===== src/rtl/ysyx_2022040010_dcache_miss_ctrl_pkg.sv =====
// Shared dcache miss-handler definitions: geometry split, AXI burst constants, FSM encoding.
package ysyx_2022040010_dcache_miss_ctrl_pkg;

    localparam int unsigned ADDR_W       = 64;
    localparam int unsigned BEAT_W       = 64;
    localparam int unsigned LINE_W       = 2 * BEAT_W;
    localparam int unsigned OFFSET_WIDTH = 4;
    localparam int unsigned INDEX_WIDTH  = 6;
    localparam int unsigned TAG_WIDTH    = ADDR_W - INDEX_WIDTH - OFFSET_WIDTH;

    localparam logic [7:0] AXI_LEN_LINE = 8'd1;
    localparam logic [2:0] AXI_SIZE_8B  = 3'd3;

    typedef enum logic [2:0] {
        S_IDLE,
        S_WB_AW,
        S_WB_W,
        S_WB_B,
        S_RD_AR,
        S_RD_R,
        S_FILL
    } state_e;

endpackage


===== src/rtl/ysyx_2022040010_dcache_line_buf.sv =====
// Two-beat line buffer: holds the victim for write-back, then collects refill beats.
module ysyx_2022040010_dcache_line_buf
    import ysyx_2022040010_dcache_miss_ctrl_pkg::*;
(
    input  logic              clk,
    input  logic              rst,
    input  logic              load,
    input  logic [LINE_W-1:0] load_line,
    input  logic              clr,
    input  logic              adv,
    input  logic              wr,
    input  logic [BEAT_W-1:0] wr_data,
    output logic              cnt,
    output logic [BEAT_W-1:0] beat,
    output logic [LINE_W-1:0] line
);

    always_ff @(posedge clk) begin
        if (rst) begin
            line <= '0;
            cnt  <= 1'b0;
        end else if (load) begin
            line <= load_line;
            cnt  <= 1'b0;
        end else begin
            if (wr) begin
                if (cnt) line[LINE_W-1:BEAT_W] <= wr_data;
                else     line[BEAT_W-1:0]      <= wr_data;
            end
            // counter saturates at the second beat; clr rewinds it between bursts
            if (clr)            cnt <= 1'b0;
            else if (adv || wr) cnt <= 1'b1;
        end
    end

    assign beat = cnt ? line[LINE_W-1:BEAT_W] : line[BEAT_W-1:0];

endmodule


===== src/rtl/ysyx_2022040010_dcache_miss_ctrl.sv =====
// Dcache miss handler: optional victim write-back, 2-beat refill, then tag refresh + line write.
// Optional DCACHE_PERF_CNT_EN adds perf_miss / perf_wb event counters.
module ysyx_2022040010_dcache_miss_ctrl
    import ysyx_2022040010_dcache_miss_ctrl_pkg::*;
(
    input  logic                   clk,
    input  logic                   rst,
    input  logic                   flush,
    input  logic                   miss_i,
    input  logic                   dirty_i,
    input  logic [ADDR_W-1:0]      dirty_addr_i,
    input  logic                   lru_i,
    input  logic [ADDR_W-1:0]      req_addr_i,
    input  logic [LINE_W-1:0]      victim_i,
    output logic                   stallreq,
    output logic                   refresh,
    output logic                   line_we,
    output logic                   line_way,
    output logic [INDEX_WIDTH-1:0] line_index,
    output logic [LINE_W-1:0]      line_data,
    output logic                   arvalid,
    input  logic                   arready,
    output logic [ADDR_W-1:0]      araddr,
    output logic [7:0]             arlen,
    input  logic                   rvalid,
    output logic                   rready,
    input  logic [BEAT_W-1:0]      rdata,
    input  logic                   rlast,
    input  logic [1:0]             rresp,
    output logic                   awvalid,
    input  logic                   awready,
    output logic [ADDR_W-1:0]      awaddr,
    output logic [7:0]             awlen,
    output logic                   wvalid,
    input  logic                   wready,
    output logic [BEAT_W-1:0]      wdata,
    output logic                   wlast,
    output logic [7:0]             wstrb,
    input  logic                   bvalid,
    output logic                   bready,
    input  logic [1:0]             bresp
`ifdef DCACHE_PERF_CNT_EN
    ,
    output logic [63:0]            perf_miss,
    output logic [63:0]            perf_wb
`endif
);

    state_e                state, state_nxt;
    logic [ADDR_W-1:0]     req_line;
    logic [ADDR_W-1:0]     wb_addr;
    logic                  way;
    logic                  accept, clr_cnt, adv_w, wr_r;
    logic                  cnt;
    logic [BEAT_W-1:0]     beat;
    logic                  unused_bits;

    assign unused_bits = ^{rresp, bresp, req_addr_i[OFFSET_WIDTH-1:0]};

    always_ff @(posedge clk) begin
        if (rst) state <= S_IDLE;
        else     state <= state_nxt;
    end

    // request context captured when a miss is accepted; offset cleared to the line base
    always_ff @(posedge clk) begin
        if (rst) begin
            req_line <= '0;
            wb_addr  <= '0;
            way      <= 1'b0;
        end else if (accept) begin
            req_line <= {req_addr_i[ADDR_W-1 -: TAG_WIDTH],
                         req_addr_i[OFFSET_WIDTH +: INDEX_WIDTH],
                         OFFSET_WIDTH'(0)};
            wb_addr  <= dirty_addr_i;
            way      <= lru_i;
        end
    end

    always_comb begin
        state_nxt = state;
        accept    = 1'b0;
        clr_cnt   = 1'b0;
        adv_w     = 1'b0;
        wr_r      = 1'b0;
        stallreq  = 1'b1;
        refresh   = 1'b0;
        line_we   = 1'b0;
        arvalid   = 1'b0;
        rready    = 1'b0;
        awvalid   = 1'b0;
        wvalid    = 1'b0;
        wlast     = 1'b0;
        bready    = 1'b0;
        case (state)
            S_IDLE: begin
                stallreq = miss_i && !flush;
                if (miss_i && !flush) begin
                    accept    = 1'b1;
                    state_nxt = dirty_i ? S_WB_AW : S_RD_AR;
                end
            end
            S_WB_AW: begin
                awvalid = 1'b1;
                if (awready) state_nxt = S_WB_W;
            end
            S_WB_W: begin
                wvalid = 1'b1;
                wlast  = cnt;
                if (wready) begin
                    if (cnt) begin
                        clr_cnt   = 1'b1;
                        state_nxt = S_WB_B;
                    end else begin
                        adv_w = 1'b1;
                    end
                end
            end
            S_WB_B: begin
                bready = 1'b1;
                if (bvalid) state_nxt = S_RD_AR;
            end
            S_RD_AR: begin
                arvalid = 1'b1;
                if (arready) state_nxt = S_RD_R;
            end
            S_RD_R: begin
                rready = 1'b1;
                if (rvalid) begin
                    wr_r = 1'b1;
                    if (rlast || cnt) state_nxt = S_FILL;
                end
            end
            S_FILL: begin
                refresh   = 1'b1;
                line_we   = 1'b1;
                state_nxt = S_IDLE;
            end
            default: state_nxt = S_IDLE;
        endcase
    end

    ysyx_2022040010_dcache_line_buf u_line_buf (
        .clk       (clk),
        .rst       (rst),
        .load      (accept),
        .load_line (victim_i),
        .clr       (clr_cnt),
        .adv       (adv_w),
        .wr        (wr_r),
        .wr_data   (rdata),
        .cnt       (cnt),
        .beat      (beat),
        .line      (line_data)
    );

    assign araddr     = req_line;
    assign arlen      = AXI_LEN_LINE;
    assign awaddr     = wb_addr;
    assign awlen      = AXI_LEN_LINE;
    assign wdata      = beat;
    assign wstrb      = 8'((9'd1 << (4'd1 << AXI_SIZE_8B)) - 9'd1);
    assign line_way   = way;
    assign line_index = req_line[OFFSET_WIDTH +: INDEX_WIDTH];

`ifdef DCACHE_PERF_CNT_EN
    always_ff @(posedge clk) begin
        if (rst) begin
            perf_miss <= '0;
            perf_wb   <= '0;
        end else begin
            if (accept)           perf_miss <= perf_miss + 64'd1;
            if (bvalid && bready) perf_wb   <= perf_wb + 64'd1;
        end
    end
`endif

endmodule


===== config.mk =====
export PLATFORM = sky130hd
export DESIGN_NAME = ysyx_2022040010_dcache_miss_ctrl
export DESIGN_NICKNAME = d
export VERILOG_FILES = /design/src/rtl/ysyx_2022040010_dcache_miss_ctrl_pkg.sv /design/src/rtl/ysyx_2022040010_dcache_line_buf.sv /design/src/rtl/ysyx_2022040010_dcache_miss_ctrl.sv
export SDC_FILE = /design/constraint.sdc
export NUM_CORES = 1
export LEC_CHECK = 0
export CAP_MARGIN = 0
export CORE_AREA = 2 2 273 275
export CTS_CLUSTER_DIAMETER = 100
export DETAILED_ROUTE_END_ITERATION = 10
export DIE_AREA = 0 0 275 277
export SLEW_MARGIN = 30
export SYNTH_ARGS = -nofsm -noshare
export SYNTH_HDL_FRONTEND = slang
export SYNTH_SLANG_ARGS = --single-unit
export TNS_END_PERCENT = 30

===== constraint.sdc =====
create_clock -name clk -period 4.9 [get_ports clk]
set_input_delay 0.98 -clock clk [delete_from_list [all_inputs] [get_ports clk]]
set_output_delay 0.98 -clock clk [all_outputs]
set_load 0.02 [all_outputs]

# Word-level counts from Yosys, hierarchy flattened
# Index checks and enable logic that the tools add are counted.
# word_totals
regBits	257
word_cells	66
output_inout_bits	360
# op_classes
reduce_logical	11
muxes	33
eq_ne	15
# ops
cell	count
$mux W128	2
$mux W64	3
$mux W3	9
$mux W1	18
$pmux W3 S6	1
$ne A2 B2 Y1 const B	8
$eq A3 B3 Y1 const B	3
$reduce_and A8 Y1	1
$eq A3 B2 Y1 const B	2
$reduce_and A2 Y1	2
$reduce_bool A2 Y1	2
$eq A3 B1 Y1 const B	1
$logic_not A3 Y1	1
$reduce_or A3 Y1	1
$logic_or A1 B1 Y1	2
$ne A2 B1 Y1 const B	1
$logic_and A1 B1 Y1	1
$logic_not A1 Y1	1

# Longest topological paths before layout
# Gate-level depths: netlist (run 1).
# logic_depth
word_depth	6
ltp_mapped	8
ltp_nobuf	4

# Modules after synthesis
# A second synthesis (run 1) with hierarchy kept.
# unflattened
cells_unflattened	1454
hier_area_um2	12699.7
# by_module_without_submodules
module	instances	seq_area_each_um2	cells_each	area_per_inst_um2
ysyx_2022040010_dcache_line_buf	1	2582.5	802	7388.3
ysyx_2022040010_dcache_miss_ctrl	1	2562.5	652	5311.3

# Worst setup path before layout (run 1)
# OpenSTA, ideal clock, no wires.
# synth_path
kind	register to output
from	register state[1]
to	output wlast
setup_slack_ns	2.356
path_buffers	1
path_stages_with_launch	4
arrival_ns	1.564
required_time_ns	3.920
cell_sequence	dfxtp_1 > clkbuf_1 > nor3b_1 > and2_1
# synth_via
elab_chain_len	2
# synth_lines
item	line_no	source
start, declared	ysyx_2022040010_dcache_miss_ctrl.sv:49	state_e state, state_nxt;
start signal, assigned	ysyx_2022040010_dcache_miss_ctrl.sv:62	else state <= state_nxt;
$eq A3 B2 Y1	ysyx_2022040010_dcache_miss_ctrl.sv:95	case (state)
$mux W1	ysyx_2022040010_dcache_miss_ctrl.sv:95	
end, declared	ysyx_2022040010_dcache_miss_ctrl.sv:37	output logic wlast,
# Every way passes these cells.

# Worst setup path in the final report (run 1)
# layout_path
from	register u_line_buf.cnt
to	output wdata[62]
# layout_via
elab_chain_len	1
# layout_lines
item	line_no	source
start, declared	ysyx_2022040010_dcache_line_buf.sv:13	output logic cnt,
start signal, assigned	ysyx_2022040010_dcache_line_buf.sv:21	cnt <= 1'b0;
start signal, assigned	ysyx_2022040010_dcache_line_buf.sv:24	cnt <= 1'b0;
start signal, assigned	ysyx_2022040010_dcache_line_buf.sv:31	if (clr) cnt <= 1'b0;
$mux W64	ysyx_2022040010_dcache_line_buf.sv:36	assign beat = cnt ? line[LINE_W-1:BEAT_W] : line[BEAT_W-1:0];
end, declared	ysyx_2022040010_dcache_miss_ctrl.sv:36	output logic [BEAT_W-1:0] wdata,
# Every way passes these cells.

==> flow_metrics.tcl, run 1 <==
set metrics [dict create \
    layout_common_cells "clkdlybuf4s50_1 (658), nand2_1 (511), dfxtp_1 (256)" \
    hp-class "register to register" \
    power.density_nw_per_um2 462.9 \
    syn_area_sq_um 11240 \
    path_class "register to output pin" \
    antenna_found_initial 9 \
    drtPass1Iterations 4 \
    rows 100 \
    clkSinkCount 257 \
    reg2reg_depth 4 \
    mostFrequentLayoutCell "clkdlybuf4s50_1" \
    hold_path_end "araddr[51]" \
    yosysWarningCount 0 \
    io_pins 696 \
    required_ns 3.92 \
    synth.avg_cell_area_sq_um 7.927 \
    ff2ff_setup_slack_ns 2.34 \
    worstPathMaxFanout 34 \
    start_util 0.1528 \
    async_reset_ff_frac 0 \
    synth-xor-area-share 0 \
    synth_top_area_frac 0.4577 \
    synth_edf_count 0 \
    track_usage 0.1253 \
    period_share 0.7766 \
    synth_compound_area_frac 0.1622 \
    cts_buffers 30 \
    worst_pin_slew_ns 0.8237 \
    ys_top_cells_by_area "dfxtp_1 (46%), nand2_1 (17%), a311oi_1 (10%)" \
    port_buffers 659 \
    avgViaCountPerCell 4.026 \
    dieWidth_um 275 \
    area_growth_pct 73.76 \
    drc 0 \
    cts_setup_buffers 0 \
    hpwl_um 37820 \
    ys.flop_type "dfxtp_1" \
    slew_headroom 0.4509 \
    critPathArrivalTime_ns 2.83 \
    cp-end-kind "output pin" \
    vdd_ir_drop_max_mv 0.2758 \
    htree_levels 1 \
    grt_pass1_vias 11680 \
    place_ws_ns 1.445 \
    yosys.area.top_type "dfxtp_1" \
    gp_congestion 0.8002 \
    hold_start "araddr[51]" \
    drive_above_1_share 0.07023 \
    grt_pass1_wl_um 73160 \
    ys_ff_latch 257 \
    grt_overflow 0 \
    placed_cell_area_sq_um 18560 \
    cts.path.max_buffers 3 \
    drtIter0Drc 495 \
    n_fill_cell 7990 \
    final_area_sq_um 19530 \
    synth_cells 1418 \
    coreArea_sq_um 73570 \
    holdPathStages 2 \
    ys_seq_area_frac 0.4577 \
    clk_latency_ns 0.58 \
    routed_wirelength_um 51740 \
    finalPower_mw 9.041 \
    grt_max_degree 139 \
    setup_viol 0 \
    hold_viol_final 0 \
    yosys.area_share.simple 0.2312 \
    via_count 12060 \
    dieHeight_um 277 \
    slew_viol_final 0 \
    wire_per_inst_um 17.27 \
    fmax_ghz 0.2628 \
    status "completed" \
    yosys.cell_types.count 36 \
    fin_setup_tns_ns 0 \
    die_area_sq_um 76180 \
    drt.antenna.violating_nets 0 \
    postLayoutSetupSlackWorst_ns 1.095 \
    root_buffer "clkbuf_16" \
    cap_violations 0 \
    fin_worst_skew_ns 0.01502 \
    nets 2336 \
    min_period_ns 3.805 \
    rsz0062_at_grt "no" \
    leakage_nw 6.716 \
    synth_fa_ha_area_frac 0 \
    r2r-start "state[2]" \
    rr_endpoint "u_line_buf.line[77]" \
    clkTransAtPathRegs_ns 0.06 \
    cts_resized 0 \
    synth_top_family_by_area "simple AND/OR/NAND/NOR gates" \
    cts_tree "built" \
    start_kind "register" \
    holdBufCountCts 0 \
    muxShareOfSynthArea 0.06512 \
]
[critical path, stage by stage, from the launching register on]
cell             delay (ns)
dfxtp_4                0.75
buf_4                  0.47
mux2_2                 0.39
clkdlybuf4s50_1        0.60
[routing by layer]
layer / wire length, um / GRT usage / vias to the layer above
met1: 21510 / 0.1489 / 5539
li1: - / - / 5900
met2: 23970 / 0.2138 / 528
met4: 1663 / 0.04546 / 6
met5: 40 / 0 / -
met3: 4554 / 0.03442 / 90
[Yosys cell counts (all sizes together) (2+ instances only)]
| library cell | instances |
|---|---|
| a311oi | 128 |
| nor2 | 135 |
| nand2 | 511 |
| o21ai | 2 |
| nand2b | 6 |
| dfxtp | 257 |
| clkbuf | 65 |
| nor3b | 2 |
| mux2 | 65 |
| buf | 94 |
| inv | 2 |
| conb | 2 |
| and2 | 2 |
| nor3 | 3 |
| a21oi | 127 |
| nor2b | 2 |
[cell families (layout without fill, tap and decap cells)]
group                  Yosys count  after routing
AO/OA/AOI/OAI                  264            264
buffers and inverters          161            739
flip-flops                     257            257
multiplexers                    65             65
other                            2             33
AND/OR/NAND/NOR                669            669
[worst max path at each step]
stage / start / end / cells past startpoint
3_3_place_gp: flush / stallreq / 4
2_1_floorplan: state[1] / wlast / 3
5_1_grt: u_line_buf.cnt / wdata[62] / 3
3_5_place_dp: flush / stallreq / 4
4_1_cts: u_line_buf.cnt / wdata[62] / 3
6_report: u_line_buf.cnt / wdata[62] / 3
[per-stage QoR]
step           hold slack, ns  std cells  utilization
2_1_floorplan          0.5333       1444            -
3_3_place_gp           0.4408       2937       0.2523
3_5_place_dp           0.4458       2937       0.2523
4_1_cts                0.4541       2991       0.2653
5_1_grt                0.4659       2993       0.2654
6_report               0.4502       2996       0.2655
[power by group]
part / internal [mW] / switching, mW / leakage [nW]
combinational: 1.84 / 2.04 / 4.14
sequential: 2.55 / 0.413 / 2.10
clock: 1.29 / 0.917 / 0.474
total: 5.67 / 3.37 / 6.72
[layout make-up]
class	instances	area, sq um	area share
Sequential cell	257	5149	0.2636
Tap cell	969	1212	0.06207
Timing Repair Buffer	683	6905	0.3535
Inverter	2	7.507	0.0003843
Clock buffer	50	937.1	0.04798
Clock inverter	4	20.02	0.001025
Multi-Input combinational cell	1026	5289	0.2708
Antenna cell	5	12.51	0.0006406
[registers in the layout, summed over array words and instances (netlist names)]
signal           flops
araddr              60
line_way             1
u_line_buf.line    128
state                3
u_line_buf.cnt       1
awaddr              64
(Power assumes the default switching activity.)
==> run 2, diff against run 1 <==
--- a/config.mk
+++ b/config.mk
@@ -6,10 +6,10 @@
 export NUM_CORES = 1
 export LEC_CHECK = 0
 export CAP_MARGIN = 0
-export CORE_AREA = 2 2 273 275
+export CORE_AREA = 2 2 271 273
 export CTS_CLUSTER_DIAMETER = 100
 export DETAILED_ROUTE_END_ITERATION = 10
-export DIE_AREA = 0 0 275 277
+export DIE_AREA = 0 0 273 275
 export SLEW_MARGIN = 30
 export SYNTH_ARGS = -nofsm -noshare
 export SYNTH_HDL_FRONTEND = slang
==> constraint.sdc (replaced) <==
create_clock -name clk -period 3.4 [get_ports clk]
set_input_delay 0.68 -clock clk [delete_from_list [all_inputs] [get_ports clk]]
set_output_delay 0.68 -clock clk [all_outputs]
set_load 0.02 [all_outputs]
==> flow_metrics.tcl, run 2 (synthesis results as in run 1) <==
set metrics [dict create \
    cts.path.max_buffers 3 \
    cap_violations 0 \
    critPathArrivalTime_ns 2.41 \
    gp_congestion 0.8321 \
    root_buffer "clkbuf_16" \
    start_util 0.1554 \
    power.density_nw_per_um2 689.5 \
    status "completed" \
    rows 99 \
    path_class "register to output pin" \
    start_kind "register" \
    mostFrequentLayoutCell "clkdlybuf4s50_1" \
    slew_viol_final 0 \
    cts_tree "built" \
    slew_headroom 0.4528 \
    wire_per_inst_um 17.26 \
    coreArea_sq_um 72340 \
    vdd_ir_drop_max_mv 0.3620 \
    largest-register "u_line_buf.line" \
    hold_viol_final 0 \
    worst_pin_slew_ns 0.8208 \
    min_period_ns 3.091 \
    reg2reg_depth 4 \
    grt_util_met1 0.1511 \
    fin_setup_tns_ns 0 \
    drive_above_1_share 0.07933 \
    dieHeight_um 275 \
    drtIter0Drc 465 \
    antenna_found_initial 5 \
    dieWidth_um 273 \
    clk_latency_ns 0.53 \
    drtPass1Iterations 5 \
    required_ns 2.72 \
    grt_pass1_wl_um 73860 \
    period_share 0.9092 \
    avgViaCountPerCell 4.051 \
    routed_wirelength_um 51830 \
    largest_register_ffs 128 \
    grt_use_met3 0.03622 \
    cp-end-kind "output pin" \
    holdBufCountCts 0 \
    timing.hold.ws_ns 0.4513 \
    cts_setup_buffers 0 \
    drc 0 \
    cts_buffers 35 \
    cts_resized 0 \
    grt_overflow 0 \
    io_pins 696 \
    finalCoreUtilization 0.2739 \
    grt_pass1_vias 11820 \
    drt.antenna.violating_nets 0 \
    hpwl_um 38460 \
    holdPathStages 2 \
    nets 2353 \
    use_met2 0.2249 \
    top_usage_layer "met2" \
    die_area_sq_um 75080 \
    layout_common_cells "clkdlybuf4s50_1 (658), nand2_1 (511), dfxtp_1 (256)" \
    fmax_ghz 0.3235 \
    grt_max_degree 117 \
    clkSinkCount 257 \
    port_buffers 659 \
    clkTransAtPathRegs_ns 0.06 \
    setup_viol 0 \
    via_count 12170 \
    leakage_nw 6.878 \
    fin_worst_skew_ns 0.01714 \
    track_usage 0.1287 \
    rsz0062_at_grt "no" \
    area_growth_pct 76.28 \
    hp-class "register to register" \
    htree_levels 2 \
    worstPathMaxFanout 22 \
    n_fill_cell 7827 \
]
-- run 2: power by group --
part           total, mW  switching (mW)  leakage (nW)  internal (mW)
registers           4.27           0.595          2.10           3.68
clock network       3.81            1.46         0.579           2.35
logic               5.58            2.93          4.20           2.65
total               13.7            4.99          6.88           8.68
-- run 2: critical path: stages (launching register included) --
cell	delay [ns]
dfxtp_4	0.51
buf_4	0.39
mux2_2	0.38
clkdlybuf4s50_1	0.57
-- run 2: through the flow --
stage | std cells | power [mW] | cell area, sq um | setup slack (ns)
floorplan | 1444 | 7.062 | 11340 | 1.156
global placement | 2939 | 9.933 | 18630 | 0.6164
detailed placement | 2939 | 9.947 | 18630 | 0.5927
CTS | 3001 | 13.88 | 19810 | 0.2530
global route | 3003 | 14.40 | 19820 | 0.1681
finish | 3003 | 13.66 | 19820 | 0.3087
-- run 2: final timing paths --
kind | slack [ns] | end | start
setup / recovery | 0.31 | wdata[30] | u_line_buf.cnt
hold / removal | 0.45 | araddr[50] | araddr[50]
setup reg to reg | 1.12 | u_line_buf.line[97] | state[2]
hold reg to reg | 0.45 | araddr[50] | araddr[50]
-- run 2: layer usage --
layer,share of wire,wire (um),vias to the layer above
met3,0.082,4274,65
met4,0.027,1395,2
met1,0.40,20860,5613
met5,0.00025,13,-
met2,0.49,25290,552
li1,-,-,5934
-- run 2: cell type report --
type / instances / area [sq um] / share of cell area
antenna: 2 / 5.005 / 0.0002526
sequential: 257 / 5149 / 0.2598
clock inverter: 12 / 188.9 / 0.009535
tap: 959 / 1200 / 0.06055
timing repair buffer: 695 / 6983 / 0.3524
inverter: 2 / 7.507 / 0.0003789
clock buffer: 50 / 993.5 / 0.05014
multi-input combinational: 1026 / 5289 / 0.2669
==> run 3, diff against run 2 <==
--- a/config.mk
+++ b/config.mk
@@ -8,6 +8,7 @@
 export CAP_MARGIN = 0
 export CORE_AREA = 2 2 271 273
 export CTS_CLUSTER_DIAMETER = 100
+export CTS_CLUSTER_SIZE = 20
 export DETAILED_ROUTE_END_ITERATION = 10
 export DIE_AREA = 0 0 273 275
 export SLEW_MARGIN = 30
==> flow_metrics.tcl, run 3 (synthesis results as in run 1) <==
set metrics [dict create \
    cts_buffers 19 \
    hp-class "register to register" \
    grt_pass1_vias 11580 \
    n_fill_cell 7884 \
    slew_headroom 0.4514 \
    leakage_nw 6.589 \
    multiInputGateArea_sq_um 5289 \
    drtPass1Iterations 4 \
    layout_common_cells "clkdlybuf4s50_1 (658), nand2_1 (511), dfxtp_1 (256)" \
    final_area_sq_um 19230 \
    fin_worst_skew_ns 0.04592 \
    track_usage 0.1263 \
    cts_resized 0 \
    ff_latch_area_sq_um 5149 \
    coreArea_sq_um 72340 \
    use_met2 0.2228 \
    power.density_nw_per_um2 637.6 \
    timing.hold.ws_ns 0.4554 \
    root_buffer "clkbuf_16" \
    start_kind "register" \
    rsz0062_at_grt "no" \
    gp_congestion 0.8321 \
    required_ns 2.72 \
    final_cells 2970 \
    setup_viol 0 \
    cap_violations 0 \
    placed_cell_area_sq_um 18630 \
    avgViaCountPerCell 4.040 \
    drt.antenna.violating_nets 0 \
    worst_pin_slew_ns 0.8229 \
    place_ws_ns 0.5927 \
    drive_above_1_share 0.06770 \
    drc 0 \
    grt_overflow 0 \
    clkSinkCount 257 \
    dieWidth_um 273 \
    io_pins 696 \
    critPathArrivalTime_ns 2.40 \
    nets 2337 \
    fmax_ghz 0.3242 \
    ff2ff_setup_slack_ns 1.16 \
    fin_setup_tns_ns 0 \
    postLayoutSetupSlackWorst_ns 0.3155 \
    die_area_sq_um 75080 \
    via_count 12000 \
    vdd_ir_drop_max_mv 0.4111 \
    top_usage_layer "met2" \
    largest_register_ffs 128 \
    area_growth_pct 71.09 \
    grt_util_met1 0.1521 \
    status "completed" \
    mostFrequentLayoutCell "clkdlybuf4s50_1" \
    cp-end-kind "output pin" \
    hpwl_um 38460 \
    finalCoreUtilization 0.2659 \
    start_util 0.1554 \
    clkTransAtPathRegs_ns 0.08 \
    clk_latency_ns 0.55 \
    path_class "register to output pin" \
    worstPathMaxFanout 22 \
    grt_pass1_wl_um 73060 \
    htree_levels 1 \
    port_buffers 659 \
    holdBufCountCts 0 \
    period_share 0.9072 \
    finalPower_mw 12.26 \
    placed_cells 2939 \
    routed_wirelength_um 51360 \
    grt_max_degree 117 \
    cts_setup_buffers 0 \
    cts.path.max_buffers 3 \
    rows 99 \
    slew_viol_final 0 \
    drtIter0Drc 543 \
    wire_per_inst_um 17.29 \
    grt_use_met3 0.03221 \
    antenna_found_initial 5 \
    dieHeight_um 275 \
    cts_tree "built" \
    largest-register "u_line_buf.line" \
    hold_viol_final 0 \
    min_period_ns 3.085 \
]
## run 3: changes by cell type in the layout (fill, tap and decap cells not counted), moves of 2 or more
cell,previous run,this run
clkbuf_16,36,19
clkbuf_1,10,3
bufinv_16,4,1
clkbuf_8,5,2
clkinv_2,3,1
inv_16,0,2
inv_6,2,0
## run 3: cell type report
class	instances	area share
Inverter	2	0.0003903
Clock inverter	6	0.005140
Tap cell	959	0.06239
Sequential cell	257	0.2677
Timing Repair Buffer	695	0.3631
Multi-Input combinational cell	1026	0.2750
Clock buffer	23	0.02602
Antenna cell	2	0.0002602
## run 3: per-layer routing
| metal | vias to the layer above | wire length [um] |
|---|---|---|
| met3 | 52 | 4223 |
| met2 | 516 | 24950 |
| met1 | 5554 | 21050 |
| met5 | - | 13 |
| li1 | 5876 | - |
| met4 | 2 | 1123 |
## run 3: report_power, final
group / total [mW] / switching [mW] / internal (mW)
Sequential: 4.26 / 0.592 / 3.67
Combinational: 5.57 / 2.93 / 2.65
Clock: 2.43 / 1.27 / 1.16
Total: 12.3 / 4.79 / 7.48
## run 3: worst max-delay path, stage by stage, from the launching register on
cell and delay [ns]:
dfxtp_4 0.52, buf_4 0.39, mux2_2 0.38, clkdlybuf4s50_1 0.58
## run 3: final timing paths
| path | startpoint | cells after the start | to |
|---|---|---|---|
| setup reg to reg | state[2] | 4 | u_line_buf.line[97] |
| hold / removal | araddr[17] | 2 | araddr[17] |
| setup / recovery | u_line_buf.cnt | 3 | wdata[30] |
| hold reg to reg | araddr[17] | 2 | araddr[17] |
